File: src/rtl/timing_pkg.sv
// timing_pkg: shared encodings for the multi-channel timer.
//   MODE_*   : 2-bit channel mode encodings (11 behaves as one-shot)
//   state_e  : per-channel FSM state
//   norm_mode: folds the reserved mode code onto one-shot at latch time
package timing_pkg;

  localparam logic [1:0] MODE_ONESHOT  = 2'b00;
  localparam logic [1:0] MODE_PERIODIC = 2'b01;
  localparam logic [1:0] MODE_FREERUN  = 2'b10;

  typedef enum logic [1:0] {
    IDLE = 2'b00,
    RUN  = 2'b01,
    DONE = 2'b10
  } state_e;

  function automatic logic [1:0] norm_mode(input logic [1:0] m);
    return (m == 2'b11) ? MODE_ONESHOT : m;
  endfunction

endpackage

File: src/rtl/timing_channel.sv
// timing_channel: one timer lane -- FSM, counter, latched config, sticky pend.
//   clk, reset   : clock, async active-high reset
//   i_tick       : shared prescaler tick
//   i_start      : start/restart pulse (latches i_mode/i_term)
//   i_halt       : halt pulse, wins over i_start
//   i_mode       : mode source, sampled only on an accepted start
//   i_term       : terminal-count source, sampled only on an accepted start
//   i_int_clr    : clear pend (a same-cycle event keeps it set)
//   o_running    : state == RUN
//   o_count      : current count
//   o_pend       : sticky interrupt pending
module timing_channel
  import timing_pkg::*;
#(
  parameter int CNT_W = 32
) (
  input  logic             clk,
  input  logic             reset,
  input  logic             i_tick,
  input  logic             i_start,
  input  logic             i_halt,
  input  logic [1:0]       i_mode,
  input  logic [CNT_W-1:0] i_term,
  input  logic             i_int_clr,
  output logic             o_running,
  output logic [CNT_W-1:0] o_count,
  output logic             o_pend
);

  state_e           r_state, w_state_nxt;
  logic [CNT_W-1:0] r_count, w_count_nxt;
  logic [CNT_W-1:0] r_term,  w_term_nxt;
  logic [1:0]       r_mode,  w_mode_nxt;
  logic             r_pend,  w_pend_nxt;
  logic [CNT_W-1:0] w_inc;
  logic [1:0]       w_mode_in;
  logic             w_start_ok;
  logic             w_evt;

  always_ff @(posedge clk or posedge reset) begin
    if (reset) begin
      r_state <= IDLE;
      r_count <= '0;
      r_term  <= '0;
      r_mode  <= MODE_ONESHOT;
      r_pend  <= 1'b0;
    end else begin
      r_state <= w_state_nxt;
      r_count <= w_count_nxt;
      r_term  <= w_term_nxt;
      r_mode  <= w_mode_nxt;
      r_pend  <= w_pend_nxt;
    end
  end

  always_comb begin
    w_state_nxt = r_state;
    w_count_nxt = r_count;
    w_term_nxt  = r_term;
    w_mode_nxt  = r_mode;
    w_evt       = 1'b0;
    w_inc       = r_count + CNT_W'(1);
    w_mode_in   = norm_mode(i_mode);
    // A zero terminal count would never be reached in one-shot/periodic,
    // so such a start is dropped; free-run ignores the terminal count.
    w_start_ok  = i_start && !i_halt &&
                  ((w_mode_in == MODE_FREERUN) || (i_term != '0));

    if (i_halt) begin
      if (r_state == RUN) w_state_nxt = IDLE;
    end else if (w_start_ok) begin
      w_state_nxt = RUN;
      w_count_nxt = '0;
      w_term_nxt  = i_term;
      w_mode_nxt  = w_mode_in;
    end else if ((r_state == RUN) && i_tick) begin
      case (r_mode)
        MODE_PERIODIC: begin
          if (w_inc == r_term) begin
            w_count_nxt = '0;
            w_evt       = 1'b1;
          end else begin
            w_count_nxt = w_inc;
          end
        end
        MODE_FREERUN: begin
          w_count_nxt = w_inc;
          w_evt       = (r_count == '1);
        end
        default: begin
          if (w_inc == r_term) begin
            w_count_nxt = r_term;
            w_state_nxt = DONE;
            w_evt       = 1'b1;
          end else begin
            w_count_nxt = w_inc;
          end
        end
      endcase
    end

    // Set beats clear so a coincident clear cannot lose an event.
    w_pend_nxt = w_evt ? 1'b1 : (i_int_clr ? 1'b0 : r_pend);
  end

  assign o_running = (r_state == RUN);
  assign o_count   = r_count;
  assign o_pend    = r_pend;

endmodule

File: src/rtl/timing_multi.sv
// timing_multi: NUM_CH independent timers sharing one prescaler.
//   clk, reset     : clock, async active-high reset
//   ro_trig_start  : [NUM_CH]        start/restart pulses
//   ro_trig_halt   : [NUM_CH]        halt pulses
//   ro_mode        : [2*NUM_CH]      channel i at [2i+1:2i]
//   ro_termcount   : [NUM_CH*CNT_W]  channel i at [CNT_W*i +: CNT_W]
//   ro_prescale    : [PRESC_W]       tick every ro_prescale+1 clocks
//   ro_int_en      : [NUM_CH]        interrupt mask
//   ro_int_clr     : [NUM_CH]        pend clear pulses
//   rf_status      : [NUM_CH]        channel running
//   rf_currcount   : [NUM_CH*CNT_W]  current counts
//   rf_int_pend    : [NUM_CH]        sticky pending bits
//   rf_int         : OR of enabled pending bits
module timing_multi
  import timing_pkg::*;
#(
  parameter int NUM_CH  = 4,
  parameter int CNT_W   = 32,
  parameter int PRESC_W = 8
) (
  input  logic                    clk,
  input  logic                    reset,
  input  logic [NUM_CH-1:0]       ro_trig_start,
  input  logic [NUM_CH-1:0]       ro_trig_halt,
  input  logic [2*NUM_CH-1:0]     ro_mode,
  input  logic [NUM_CH*CNT_W-1:0] ro_termcount,
  input  logic [PRESC_W-1:0]      ro_prescale,
  input  logic [NUM_CH-1:0]       ro_int_en,
  input  logic [NUM_CH-1:0]       ro_int_clr,
  output logic [NUM_CH-1:0]       rf_status,
  output logic [NUM_CH*CNT_W-1:0] rf_currcount,
  output logic [NUM_CH-1:0]       rf_int_pend,
  output logic                    rf_int
);

  logic [PRESC_W-1:0] r_presc;
  logic               w_tick;

  // >= rather than == so lowering ro_prescale below the running count
  // resynchronises on the next clock instead of waiting for a wrap.
  assign w_tick = (r_presc >= ro_prescale);

  always_ff @(posedge clk or posedge reset) begin
    if (reset) r_presc <= '0;
    else       r_presc <= w_tick ? '0 : r_presc + PRESC_W'(1);
  end

  for (genvar gi = 0; gi < NUM_CH; gi++) begin : g_ch
    timing_channel #(.CNT_W(CNT_W)) u_ch (
      .clk       (clk),
      .reset     (reset),
      .i_tick    (w_tick),
      .i_start   (ro_trig_start[gi]),
      .i_halt    (ro_trig_halt[gi]),
      .i_mode    (ro_mode[2*gi +: 2]),
      .i_term    (ro_termcount[CNT_W*gi +: CNT_W]),
      .i_int_clr (ro_int_clr[gi]),
      .o_running (rf_status[gi]),
      .o_count   (rf_currcount[CNT_W*gi +: CNT_W]),
      .o_pend    (rf_int_pend[gi])
    );
  end

  assign rf_int = |(rf_int_pend & ro_int_en);

endmodule

File: config.mk
export PLATFORM = sky130hd
export DESIGN_NAME = timing_multi
export DESIGN_NICKNAME = d
export VERILOG_FILES = /design/src/rtl/timing_pkg.sv /design/src/rtl/timing_channel.sv /design/src/rtl/timing_multi.sv
export SDC_FILE = /design/constraint.sdc
export NUM_CORES = 1
export LEC_CHECK = 0
export CAP_MARGIN = 20
export CELL_PAD_IN_SITES_DETAIL_PLACEMENT = 0
export CELL_PAD_IN_SITES_GLOBAL_PLACEMENT = 1
export CORE_MARGIN = 1.5
export CORE_UTILIZATION = 35
export CTS_CLUSTER_SIZE = 8
export DETAILED_ROUTE_END_ITERATION = 8
export PLACE_DENSITY_LB_ADDON = 0.1
export SYNTH_ARGS = -nofsm -noshare
export SYNTH_HDL_FRONTEND = slang
export SYNTH_HIERARCHICAL = 1
export SYNTH_SLANG_ARGS = --single-unit
File: constraint.sdc
create_clock -name clk -period 9.5 [get_ports clk]
set_clock_uncertainty 0.15 [all_clocks]
set_input_delay 1.425 -clock clk [delete_from_list [all_inputs] [get_ports clk]]
set_output_delay 1.425 -clock clk [all_outputs]
set_load 0.1 [all_outputs]
==> metrics.md <==
| Metric | Value |
|---|---|
| CTS tree | `yes` |
| Combinational share of power | `0.185` |
| Register Area | `7110 sq um` |
| Hold_sp | `g_ch[2].u_ch/r_state[0]$_DFFE_PP0P_` |
| YS warnings | `6` |
| I/O Pins | `299` |
| Worst Setup Start Kind | `register` |
| Total clock sinks | `284` |
| CTS root buf | `clkbuf_16` |
| Max cap viols | `0` |
| Slew HR | `0.243` |
| Drt via density | `6.13` |
| CORE AREA | `60600 sq um` |
| Psw | `1.05 mW` |
| Std cell rows | `90` |
| Fraction of the mapped netlist area in adder cells | `0.0122` |
| Hold path depth | `2` |
| Routed wire length | `82000 um` |
| Initial Util | `0.355` |
| Seq pwr share | `0.412` |
| Syn_area_per_cell | `8.53 sq um` |
| Synth Area in XOR/XNOR | `0.0629` |
| Final Max Slew Viols | `0` |
| Area share of the largest cell type after synthesis | `0.331` |
| Synth Flop Type | `dfrtp_1` |
| PostCTS Resize Cnt | `0` |
| Synth Area in Compound Gates | `0.193` |
| RSZ-0062 raised after global routing | `false` |
| Worst r2r path cells | `11` |
| Crit path DAT | `5.90 ns` |
| Cell variety after synth | `96` |
| Hold endpoint | `g_ch[2].u_ch/r_state[0]$_DFFE_PP0P_` |
| Clock insertion delay at the later pin of the skew report | `0.57 ns` |
| Crit share post-route | `0.594` |
| Placer Congestion | `0.855` |
| Initial antenna violation count | `4` |
| Reg2Reg Launch Point | `g_ch[1].u_ch/o_count[0]$_DFFE_PP0P_` |
| Crit end category | `register` |
| CTS Buf Count | `42` |
| Peak Freq | `177 MHz` |
| Antenna Nets Post-Route | `0` |
| Fillers | `5977` |
| P_int | `2.47 mW` |
| Via count | `21.2k` |
| Reg-to-Reg End | `g_ch[1].u_ch/o_count[11]$_DFFE_PP0P_` |
| Commonest non-fill, non-tap cells in the layout | `clkdlybuf4s50_1, dfrtp_1, nand2_1, nor2_1, mux2_2` |
| Top cell type by total area after synthesis | `dfrtp_1` |
| Post-Synthesis Cells | `2519` |
| Detailed Route Iter0 Violations | `1860` |
| Clock power frac | `0.404` |
| Synthesized cell area | `21500 sq um` |
| Top cells by area, synth | `dfrtp_1, mux2_2, nand2_1` |
| First-pass GRT wire length | `126000 um` |
| DRC Markers | `0` |
| Clock Pin Slew Worst Setup and Hold Paths | `0.05 ns` |
| Finish-stage setup viols | `0` |
| # nets final | `2856` |
| P_leak | `9.74 nW` |
| Mux contribution to synthesized area | `0.0797` |
| EDFF count, synth | `0` |
| Pwr Density | `136 nW/um^2` |
| Async set or reset register ratio after synthesis | `1.00` |
| Largest net degree at the start of global routing | `70` |
| Hold crit path type | `register to register` |
| Status | `complete, no violations` |
| Fin Setup TNS | `0 ns` |
| Area of the multi-input gates | `13100 sq um` |
| Power Total | `3.52 mW` |
| Drt pass-1 iters | `6` |
| Peak supply drop | `107 uV` |
| Post-CTS Repair Setup Buffers | `0` |
| Critical Path RT | `9.76 ns` |
| Simple-gate share of the synthesized area | `0.261` |
| Synthesized flop and latch total | `284` |
| Die ar. | `62900 sq um` |
| Hold buffer count at CTS | `0` |
| Commonest non-fill, non-tap cell in the layout | `clkdlybuf4s50_1` |
| DR WL/cell | `23.7 um` |
| Crit Path Max Fanout | `29` |
| Die extent in x | `251 um` |
| Combinational family with the most area after synthesis | `simple AND/OR/NAND/NOR gates` |
| Die span in y | `251 um` |
| Total GRT Usage | `0.255` |
| H-tree lvl count | `2` |
| Layout cells sized above 1 | `0.106` |
| Seq/Total Area, Yosys | `0.331` |
| Port-buffer cells | `298` |
| Gr ovfl total | `0` |
| Post-Syn Nets | `2702` |
| R2R setup slack | `3.86 ns` |
| Clk buf depth | `3` |
| Actual slew at the worst max-slew pin | `1.13 ns` |
| Final hold vios | `0` |
| Vias in the first global route | `20.2k` |
| Min cycle time layout | `5.64 ns` |
| Sw Ratio | `0.299` |
| DPL Wire Length | `58900 um` |
| Crit path kind | `register to register` |
| Area grow syn2layout | `20.5%` |
-- how the worst max path moves through the flow --
stage                                                 to  slack (ns)  cells past startpoint                           startpoint
CTS                 g_ch[1].u_ch/o_count[11]$_DFFE_PP0P_        3.85                     11  g_ch[1].u_ch/o_count[0]$_DFFE_PP0P_
global placement    g_ch[2].u_ch/o_count[22]$_DFFE_PP0P_        3.06                     10                     ro_termcount[64]
detailed placement  g_ch[2].u_ch/o_count[24]$_DFFE_PP0P_        3.51                     11                     ro_termcount[64]
global route        g_ch[1].u_ch/o_count[11]$_DFFE_PP0P_        3.52                     11  g_ch[1].u_ch/o_count[0]$_DFFE_PP0P_
finish              g_ch[1].u_ch/o_count[11]$_DFFE_PP0P_        3.86                     11  g_ch[1].u_ch/o_count[0]$_DFFE_PP0P_
floorplan           g_ch[3].u_ch/o_count[20]$_DFFE_PP0P_        4.74                     12  g_ch[3].u_ch/o_count[0]$_DFFE_PP0P_
-- registers in the layout, summed over array words and instances, names as in the netlist --
signal	flops
r_presc	8
g_ch.u_ch/r_term	128
g_ch.u_ch/r_mode	8
g_ch.u_ch/r_state	8
g_ch.u_ch/o_count	128
g_ch.u_ch/o_pend	4
-- power groups by stage --
| stage | clock network [mW] | logic (mW) | registers (mW) |
|---|---|---|---|
| floorplan | 0 | 0.418 | 1.42 |
| global placement | 0 | 0.640 | 1.47 |
| detailed placement | 0 | 0.648 | 1.47 |
| CTS | 1.47 | 0.652 | 1.45 |
| global route | 1.53 | 0.708 | 1.46 |
| finish | 1.42 | 0.651 | 1.45 |
-- critical path, stage by stage, from the launching register on --
cell     delay, ns
dfrtp_1       0.53
ha_1          0.34
nand3_1       0.39
or4_1         0.93
xnor2_1       0.26
o311a_1       0.32
or4_4         0.55
nor4_4        0.87
buf_4         0.44
o21ai_2       0.33
nor2_2        0.26
o22ai_1       0.11
-- synthesized netlist by cell type, types with 14 or more instances --
cell / n
or4_1: 22
o21ai_1: 25
a21o_1: 19
mux2_2: 136
nand4_1: 90
ha_1: 21
and2_1: 25
nor2_1: 166
o2111ai_1: 15
a31oi_1: 44
xnor2_1: 71
nor2b_1: 24
buf_2: 63
inv_1: 81
nand3_1: 122
or3_1: 24
xor2_1: 60
o21ai_0: 120
and4_1: 15
o22ai_1: 49
buf_4: 14
a311oi_1: 37
a22oi_1: 35
clkbuf_1: 124
mux2i_1: 17
nor4_1: 87
nand2b_1: 20
and3_1: 46
o211ai_1: 22
a21oi_1: 133
nand2_1: 193
nor3_1: 59
nor3b_1: 14
dfrtp_1: 284
-- logic make-up after synthesis --
family,count (synthesis)
mux,154
simple gates,1000
compound gates,626
flops,284
buf+inv,294
fa+ha+maj,21
xor+xnor,140
-- cell type report --
class	instances	area share
Inverter	81	0.0118
Sequential cell	284	0.274
Clock buffer	54	0.0459
Timing Repair Buffer	323	0.124
Tap cell	782	0.0378
Antenna cell	1	0.0000966
Multi-Input combinational cell	1941	0.506
-- layer usage --
metal | routed length [um] | track usage | vias to the layer above | share of wire
met5 | 57 | 0 | - | 0.00069
met2 | 36700 | 0.395 | 882 | 0.45
met4 | 1900 | 0.0706 | 8 | 0.023
met1 | 37200 | 0.362 | 10438 | 0.45
met3 | 6150 | 0.0460 | 122 | 0.075
li1 | - | - | 9791 | -
-- metrics by stage --
| step | setup WS [ns] | instances | util | area [sq um] | hold slack (ns) |
|---|---|---|---|---|---|
| 2_1_floorplan | 4.74 | 2519 | - | 21500 | 0.296 |
| 3_5_place_dp | 3.51 | 3408 | 0.407 | 24700 | 0.325 |
| 3_3_place_gp | 3.06 | 3406 | 0.407 | 24600 | 0.312 |
| 4_1_cts | 3.85 | 3462 | 0.427 | 25900 | 0.338 |
| 5_1_grt | 3.52 | 3465 | 0.428 | 25900 | 0.357 |
| 6_report | 3.86 | 3466 | 0.428 | 25900 | 0.333 |
(Power assumes the default switching activity.)
